### src/rtl/sram_b_stream_reader_if.sv
// Bundles the command, SRAM and output-stream signals of the operand-B stream reader.
// The reader takes the slave modport; the sequencer/SRAM/consumer side takes master.
interface sram_b_stream_reader_if #(
  parameter int unsigned ADDR_W = 10,
  parameter int unsigned DATA_W = 8,
  parameter int unsigned LEN_W  = 11
);
  logic              cmd_valid;
  logic              cmd_ready;
  logic [ADDR_W-1:0] cmd_base;
  logic [LEN_W-1:0]  cmd_len;

  logic              mem_ce;
  logic              mem_we;
  logic [ADDR_W-1:0] mem_addr;
  logic [DATA_W-1:0] mem_din;
  logic [DATA_W-1:0] mem_dout;

  logic              out_valid;
  logic              out_ready;
  logic [DATA_W-1:0] out_data;
  logic              out_last;
  logic              done;

  modport slave (
    input  cmd_valid, cmd_base, cmd_len, mem_dout, out_ready,
    output cmd_ready, mem_ce, mem_we, mem_addr, mem_din, out_valid, out_data, out_last, done
  );

  modport master (
    output cmd_valid, cmd_base, cmd_len, mem_dout, out_ready,
    input  cmd_ready, mem_ce, mem_we, mem_addr, mem_din, out_valid, out_data, out_last, done
  );
endinterface

### src/rtl/sram_b_stream_reader.sv
// Operand-B scratchpad reader: sequential wrapped reads from a 1-cycle SRAM, streamed out
// through a small skid FIFO so the read latency is hidden and backpressure is lossless.
module sram_b_stream_reader #(
  parameter int unsigned ADDR_W     = 10,
  parameter int unsigned DATA_W     = 8,
  parameter int unsigned LEN_W      = 11,
  parameter int unsigned FIFO_DEPTH = 2
) (
  input logic                  clk,
  input logic                  rst,
  sram_b_stream_reader_if.slave bus
);

  localparam int unsigned PtrW = (FIFO_DEPTH > 1) ? $clog2(FIFO_DEPTH) : 1;
  localparam int unsigned CntW = $clog2(FIFO_DEPTH + 1);

  typedef enum logic [1:0] {StIdle, StRun, StDone} state_e;

  state_e            state_q, state_d;
  logic [ADDR_W-1:0] base_q, addr_q;
  logic [LEN_W-1:0]  len_q, issued_q, beats_q;
  logic              inflight_q;

  logic [DATA_W-1:0] fifo_q [FIFO_DEPTH];
  logic [PtrW-1:0]   wptr_q, rptr_q;
  logic [CntW-1:0]   count_q;

  logic              pop, push, issue, out_valid, out_last, cmd_ready, done;
  logic [CntW:0]     occ;
  logic [ADDR_W-1:0] mem_addr;
  logic [DATA_W-1:0] out_data;

  function automatic logic [PtrW-1:0] ptr_inc(input logic [PtrW-1:0] p);
    return (p == PtrW'(FIFO_DEPTH - 1)) ? '0 : p + 1'b1;
  endfunction

  always_comb begin
    out_valid = (count_q != '0);
    out_data  = out_valid ? fifo_q[rptr_q] : '0;
    out_last  = out_valid && (beats_q == len_q - LEN_W'(1));
    pop       = out_valid & bus.out_ready;
    push      = inflight_q;
    // Entries already committed to the FIFO once the in-flight read lands, net of this pop.
    occ       = (CntW+1)'(count_q) + (CntW+1)'(inflight_q) - (CntW+1)'(pop);
    issue     = (state_q == StRun) && (issued_q < len_q) && (occ < (CntW+1)'(FIFO_DEPTH));
    mem_addr  = issue ? base_q + issued_q[ADDR_W-1:0] : addr_q;
  end

  always_comb begin
    state_d   = state_q;
    cmd_ready = 1'b0;
    done      = 1'b0;
    unique case (state_q)
      StIdle: begin
        cmd_ready = 1'b1;
        if (bus.cmd_valid) state_d = (bus.cmd_len == '0) ? StDone : StRun;
      end
      StRun:   if (pop && out_last) state_d = StDone;
      StDone: begin
        done    = 1'b1;
        state_d = StIdle;
      end
      default: state_d = StIdle;
    endcase
  end

  always_ff @(posedge clk) begin
    if (rst) begin
      state_q    <= StIdle;
      base_q     <= '0;
      addr_q     <= '0;
      len_q      <= '0;
      issued_q   <= '0;
      beats_q    <= '0;
      inflight_q <= 1'b0;
      wptr_q     <= '0;
      rptr_q     <= '0;
      count_q    <= '0;
      for (int i = 0; i < FIFO_DEPTH; i++) fifo_q[i] <= '0;
    end else begin
      state_q    <= state_d;
      inflight_q <= issue;
      if (issue) begin
        issued_q <= issued_q + LEN_W'(1);
        addr_q   <= mem_addr;
      end
      if (pop) beats_q <= beats_q + LEN_W'(1);
      if (state_q == StIdle && bus.cmd_valid) begin
        base_q   <= bus.cmd_base;
        len_q    <= bus.cmd_len;
        issued_q <= '0;
        beats_q  <= '0;
      end
      if (push) begin
        fifo_q[wptr_q] <= bus.mem_dout;
        wptr_q         <= ptr_inc(wptr_q);
      end
      if (pop) rptr_q <= ptr_inc(rptr_q);
      if (push && !pop)      count_q <= count_q + CntW'(1);
      else if (!push && pop) count_q <= count_q - CntW'(1);
    end
  end

  assign bus.cmd_ready = cmd_ready;
  assign bus.mem_ce    = issue;
  assign bus.mem_we    = 1'b0;
  assign bus.mem_addr  = mem_addr;
  assign bus.mem_din   = '0;
  assign bus.out_valid = out_valid;
  assign bus.out_data  = out_data;
  assign bus.out_last  = out_last;
  assign bus.done      = done;

`ifndef SYNTHESIS
  fifo_no_overflow: assert property (@(posedge clk) disable iff (rst)
    !(push && !pop && count_q == CntW'(FIFO_DEPTH)));
`endif

endmodule

### src/flat_wrapper.sv
// flat-port wrapper written by rule: the top's interface ports become plain ports
module sram_b_stream_reader_flat 
#(
  parameter int unsigned ADDR_W     = 10,
  parameter int unsigned DATA_W     = 8,
  parameter int unsigned LEN_W      = 11,
  parameter int unsigned FIFO_DEPTH = 2
)
  (clk, rst, bus_cmd_valid, bus_cmd_base, bus_cmd_len, bus_mem_dout, bus_out_ready, bus_cmd_ready, bus_mem_ce, bus_mem_we, bus_mem_addr, bus_mem_din, bus_out_valid, bus_out_data, bus_out_last, bus_done);
  sram_b_stream_reader_if #(.ADDR_W(ADDR_W), .DATA_W(DATA_W), .LEN_W(LEN_W)) bus_i ();
  input logic clk;
  input logic rst;
  input wire logic [$bits(bus_i.cmd_valid)-1:0] bus_cmd_valid;
  input wire logic [$bits(bus_i.cmd_base)-1:0] bus_cmd_base;
  input wire logic [$bits(bus_i.cmd_len)-1:0] bus_cmd_len;
  input wire logic [$bits(bus_i.mem_dout)-1:0] bus_mem_dout;
  input wire logic [$bits(bus_i.out_ready)-1:0] bus_out_ready;
  output wire logic [$bits(bus_i.cmd_ready)-1:0] bus_cmd_ready;
  output wire logic [$bits(bus_i.mem_ce)-1:0] bus_mem_ce;
  output wire logic [$bits(bus_i.mem_we)-1:0] bus_mem_we;
  output wire logic [$bits(bus_i.mem_addr)-1:0] bus_mem_addr;
  output wire logic [$bits(bus_i.mem_din)-1:0] bus_mem_din;
  output wire logic [$bits(bus_i.out_valid)-1:0] bus_out_valid;
  output wire logic [$bits(bus_i.out_data)-1:0] bus_out_data;
  output wire logic [$bits(bus_i.out_last)-1:0] bus_out_last;
  output wire logic [$bits(bus_i.done)-1:0] bus_done;
  assign bus_i.cmd_valid = bus_cmd_valid;
  assign bus_i.cmd_base = bus_cmd_base;
  assign bus_i.cmd_len = bus_cmd_len;
  assign bus_i.mem_dout = bus_mem_dout;
  assign bus_i.out_ready = bus_out_ready;
  assign bus_cmd_ready = bus_i.cmd_ready;
  assign bus_mem_ce = bus_i.mem_ce;
  assign bus_mem_we = bus_i.mem_we;
  assign bus_mem_addr = bus_i.mem_addr;
  assign bus_mem_din = bus_i.mem_din;
  assign bus_out_valid = bus_i.out_valid;
  assign bus_out_data = bus_i.out_data;
  assign bus_out_last = bus_i.out_last;
  assign bus_done = bus_i.done;
  sram_b_stream_reader #(.ADDR_W(ADDR_W), .DATA_W(DATA_W), .LEN_W(LEN_W), .FIFO_DEPTH(FIFO_DEPTH)) u_core (.clk(clk), .rst(rst), .bus(bus_i));
endmodule
### config.mk
export PLATFORM = sky130hd
export DESIGN_NAME = sram_b_stream_reader_flat
export DESIGN_NICKNAME = d
export VERILOG_FILES = /design/src/rtl/sram_b_stream_reader_if.sv /design/src/rtl/sram_b_stream_reader.sv /design/src/flat_wrapper.sv
export SDC_FILE = /design/constraint.sdc
export NUM_CORES = 1
export LEC_CHECK = 0
export CAP_MARGIN = 20
export CORE_ASPECT_RATIO = 2
export CORE_MARGIN = 8
export CORE_UTILIZATION = 55
export DETAILED_ROUTE_END_ITERATION = 10
export GPL_TIMING_DRIVEN = 0
export PLACE_DENSITY_LB_ADDON = 0.05
export SYNTH_ARGS = -nofsm -noshare
export SYNTH_HDL_FRONTEND = slang
export SYNTH_SLANG_ARGS = --single-unit
### constraint.sdc
create_clock -name clk -period 4.15 [get_ports clk]
set_input_delay 0.83 -clock clk [delete_from_list [all_inputs] [get_ports clk]]
set_output_delay 0.83 -clock clk [all_outputs]
set_load 0.02 [all_outputs]
==> impl_metrics.yaml <==
floorplanning:
  coreArea_um2: 7770
  num_io_pins: 65
  die_area_um2: 11100
  initial_core_util_pct: 55.8
  die_w_um: 78.8
  rows: 46
  die_y_um: 142
critical_path:
  critPathBufInv: 4
  required_ns: 3.32
  crit_fanout: 6
  crit_type: "in2out"
  crit_slowest_cell: "fa_2"
  startpoint_type: "input pin"
  crit_path_frequent_cell: "buf_6"
  critPathCaptureType: "output pin"
  crit_family: "simple AND/OR/NAND/NOR gates"
  cp_slowest_stage_delay_ns: 0.36
  crit_chain: "buf_6, nand2_4, ha_4, nand2b_4, fa_2, xor2_1, nor4_4, o21ai_2, inv_2, buf_12, mux2_4, buf_6"
  arrival_ns: 3.15
global_route:
  antenna_found_initial: 0
  grt_pass1_vias: 3651
  grt_pass1_wl_um: 17100
  grt_max_degree: 13
  grt.total_usage_pct: 19.3
  overflow: 0
finish:
  fillers: 647
  design_area_um2: 5510
  layout.nets: 644
  finish.utilization_pct: 70.9
  antenna_cells: 0
  final_cell_mix: "nand2_1 (72), dfxtp_1 (59), a21oi_1 (47)"
  drive_gt1_share_pct: 13.7
  final_common_cell: "nand2_1"
  syn_to_final_growth_pct: 27.0
clock_tree:
  clockBufferDepth: 2
  cts.htree.levels: 3
  clockRootBuffer: "clkbuf_16"
  cts_made_buffers: 9
  cts_tree: "yes"
  clock-sinks: 77
  path_clk_slew_ns: 0.06
  clk_latency_ns: 0.34
sta:
  hold_viol: 0
  drv_slew: 0
  setup-tns-final_ns: 0
  worst_pin_slew_ns: 0.860
  final.period_utilization_pct: 95.8
  max_slew_margin_pct: 42.2
  rsz0062_at_grt: "no"
  max_freq_ghz: 0.251
  whs_ns: 0.461
  clock_skew_ns: 0.00737
  finalCriticalPeriod_ns: 3.98
  setup_violations: 0
route:
  drtAntennaViolNets: 0
  drcViolationCount: 0
  first_pass_iters: 5
  first_iter_violations: 264
  routed_wl_um: 10200
  vias: 3704
  via_per_inst: 5.40
  wl_per_cell_um: 14.9
hold_path:
  min_path_type: "reg2reg"
placed_design:
  dp_hpwl_um: 7540
  place_area_um2: 5020
  io_buffers: 54
  gp_congestion: 0.859
synth:
  postSynth.asyncResetShare_pct: 0
  syn-mean-instance-area_um2: 8.65
  seq_area_frac_synth_pct: 39.3
  synth_edf_count: 16
  synthFlopType: "dfxtp_1"
  synth.distinct_cells: 55
  ys_ff_latch: 77
  netlist_instances: 501
  ys_warn_count: 0
  syn-cell-area_um2: 4330
outcome:
  status: "finished clean"
power:
  power.total_w: 0.00236
  power_density_nw_per_um2: 428
  leakagePower_nw: 2.22
  ir_drop_v: 0.000327
run:
  drv_cap: 0
Yosys cell counts (all sizes together) (9+ instances only):
cell | n | area [µm²]
xnor2 | 19 | 166
nand3 | 9 | 45.0
inv | 23 | 86.3
nand2 | 73 | 277
or3 | 9 | 56.3
ha | 24 | 300
buf | 15 | 105
a21oi | 47 | 235
xor2 | 14 | 123
edfxtp | 16 | 480
and2 | 20 | 126
nor3 | 14 | 70.1
clkbuf | 13 | 68.8
dfxtp | 61 | 1220
o21ai | 13 | 65.1
mux2i | 9 | 90.1
nor2 | 35 | 131
timing repair:
action / in CTS / in global routing
hold buffers: 0 / 0
setup endpoints to repair: 11 / 11
gates resized for setup: 80 / 2
pin swaps: 6 / 2
buffers inserted: 9 / 2
final cells by class:
cell class                      instances  area, µm²  share of cell area (%)
Multi-Input combinational cell        381       2480                    45.0
Sequential cell                        77       1700                    30.9
Timing Repair Buffer                   65        633                    11.5
Clock buffer                           11        243                    4.41
Buffer                                 28        190                    3.45
Tap cell                               96        120                    2.18
Inverter                               23       88.8                    1.61
Clock inverter                          5       50.0                   0.909
per-layer routing:
layer / global-route usage [%] / wire length, µm / vias up
met4: 7.57 / 197 / 0
met2: 32.4 / 5240 / 74
met5: 0 / 0 / -
met1: 22.9 / 4490 / 1724
li1: - / - / 1892
met3: 4.56 / 319 / 14
tightest hold or removal path, delay by kind of cell, from the launching register on:
kind             cells  cell delay, ns
AND/OR/NAND/NOR      1            0.05
AO/OA/AOI/OAI        1            0.05
flip-flops           1            0.31
through the flow:
step	instances	setup WS (ns)
6_report	686	0.173
4_1_cts	684	0.0218
3_3_place_gp	659	-1.17
3_5_place_dp	659	-1.21
5_1_grt	686	0.0221
2_1_floorplan	509	0.0549
registers in the layout (all words and copies together) (netlist names), named ones only:
name / cells
u_core.addr_q: 10
u_core.base_q: 10
u_core.beats_q: 11
u_core.count_q: 2
u_core.fifo_q: 16
u_core.inflight_q: 1
u_core.issued_q: 11
u_core.len_q: 11
u_core.rptr_q: 1
u_core.state_q: 2
u_core.wptr_q: 1
kinds of logic (layout without fill, tap and decap cells):
kind of cell	Yosys count	count (layout)	share of synthesized area, %
AO/OA/AOI/OAI	95	95	13.1
XOR/XNOR	33	33	6.67
adder cells (fa/ha/maj)	26	26	7.85
buffers and inverters	51	132	6.00
flip-flops	77	77	39.3
multiplexers	15	15	3.64
other	1	9	0.0865
AND/OR/NAND/NOR	203	203	23.4
power by group:
group | switching, W | internal (W) | leakage (nW)
clock | 0.000297 | 0.000478 | 0.149
combinational | 0.000379 | 0.000334 | 1.41
sequential | 0.0000443 | 0.000827 | 0.663
final timing paths:
kind	slack, ns	from	cells after the start	end
setup reg to reg	1.18	u_core.count_q[0]	12	u_core.issued_q[7]
hold / removal	0.46	u_core.base_q[8]	2	u_core.base_q[8]
hold reg to reg	0.46	u_core.base_q[8]	2	u_core.base_q[8]
setup / recovery	0.17	bus_out_ready	12	bus_mem_addr[2]
(Power assumes the default switching activity.)
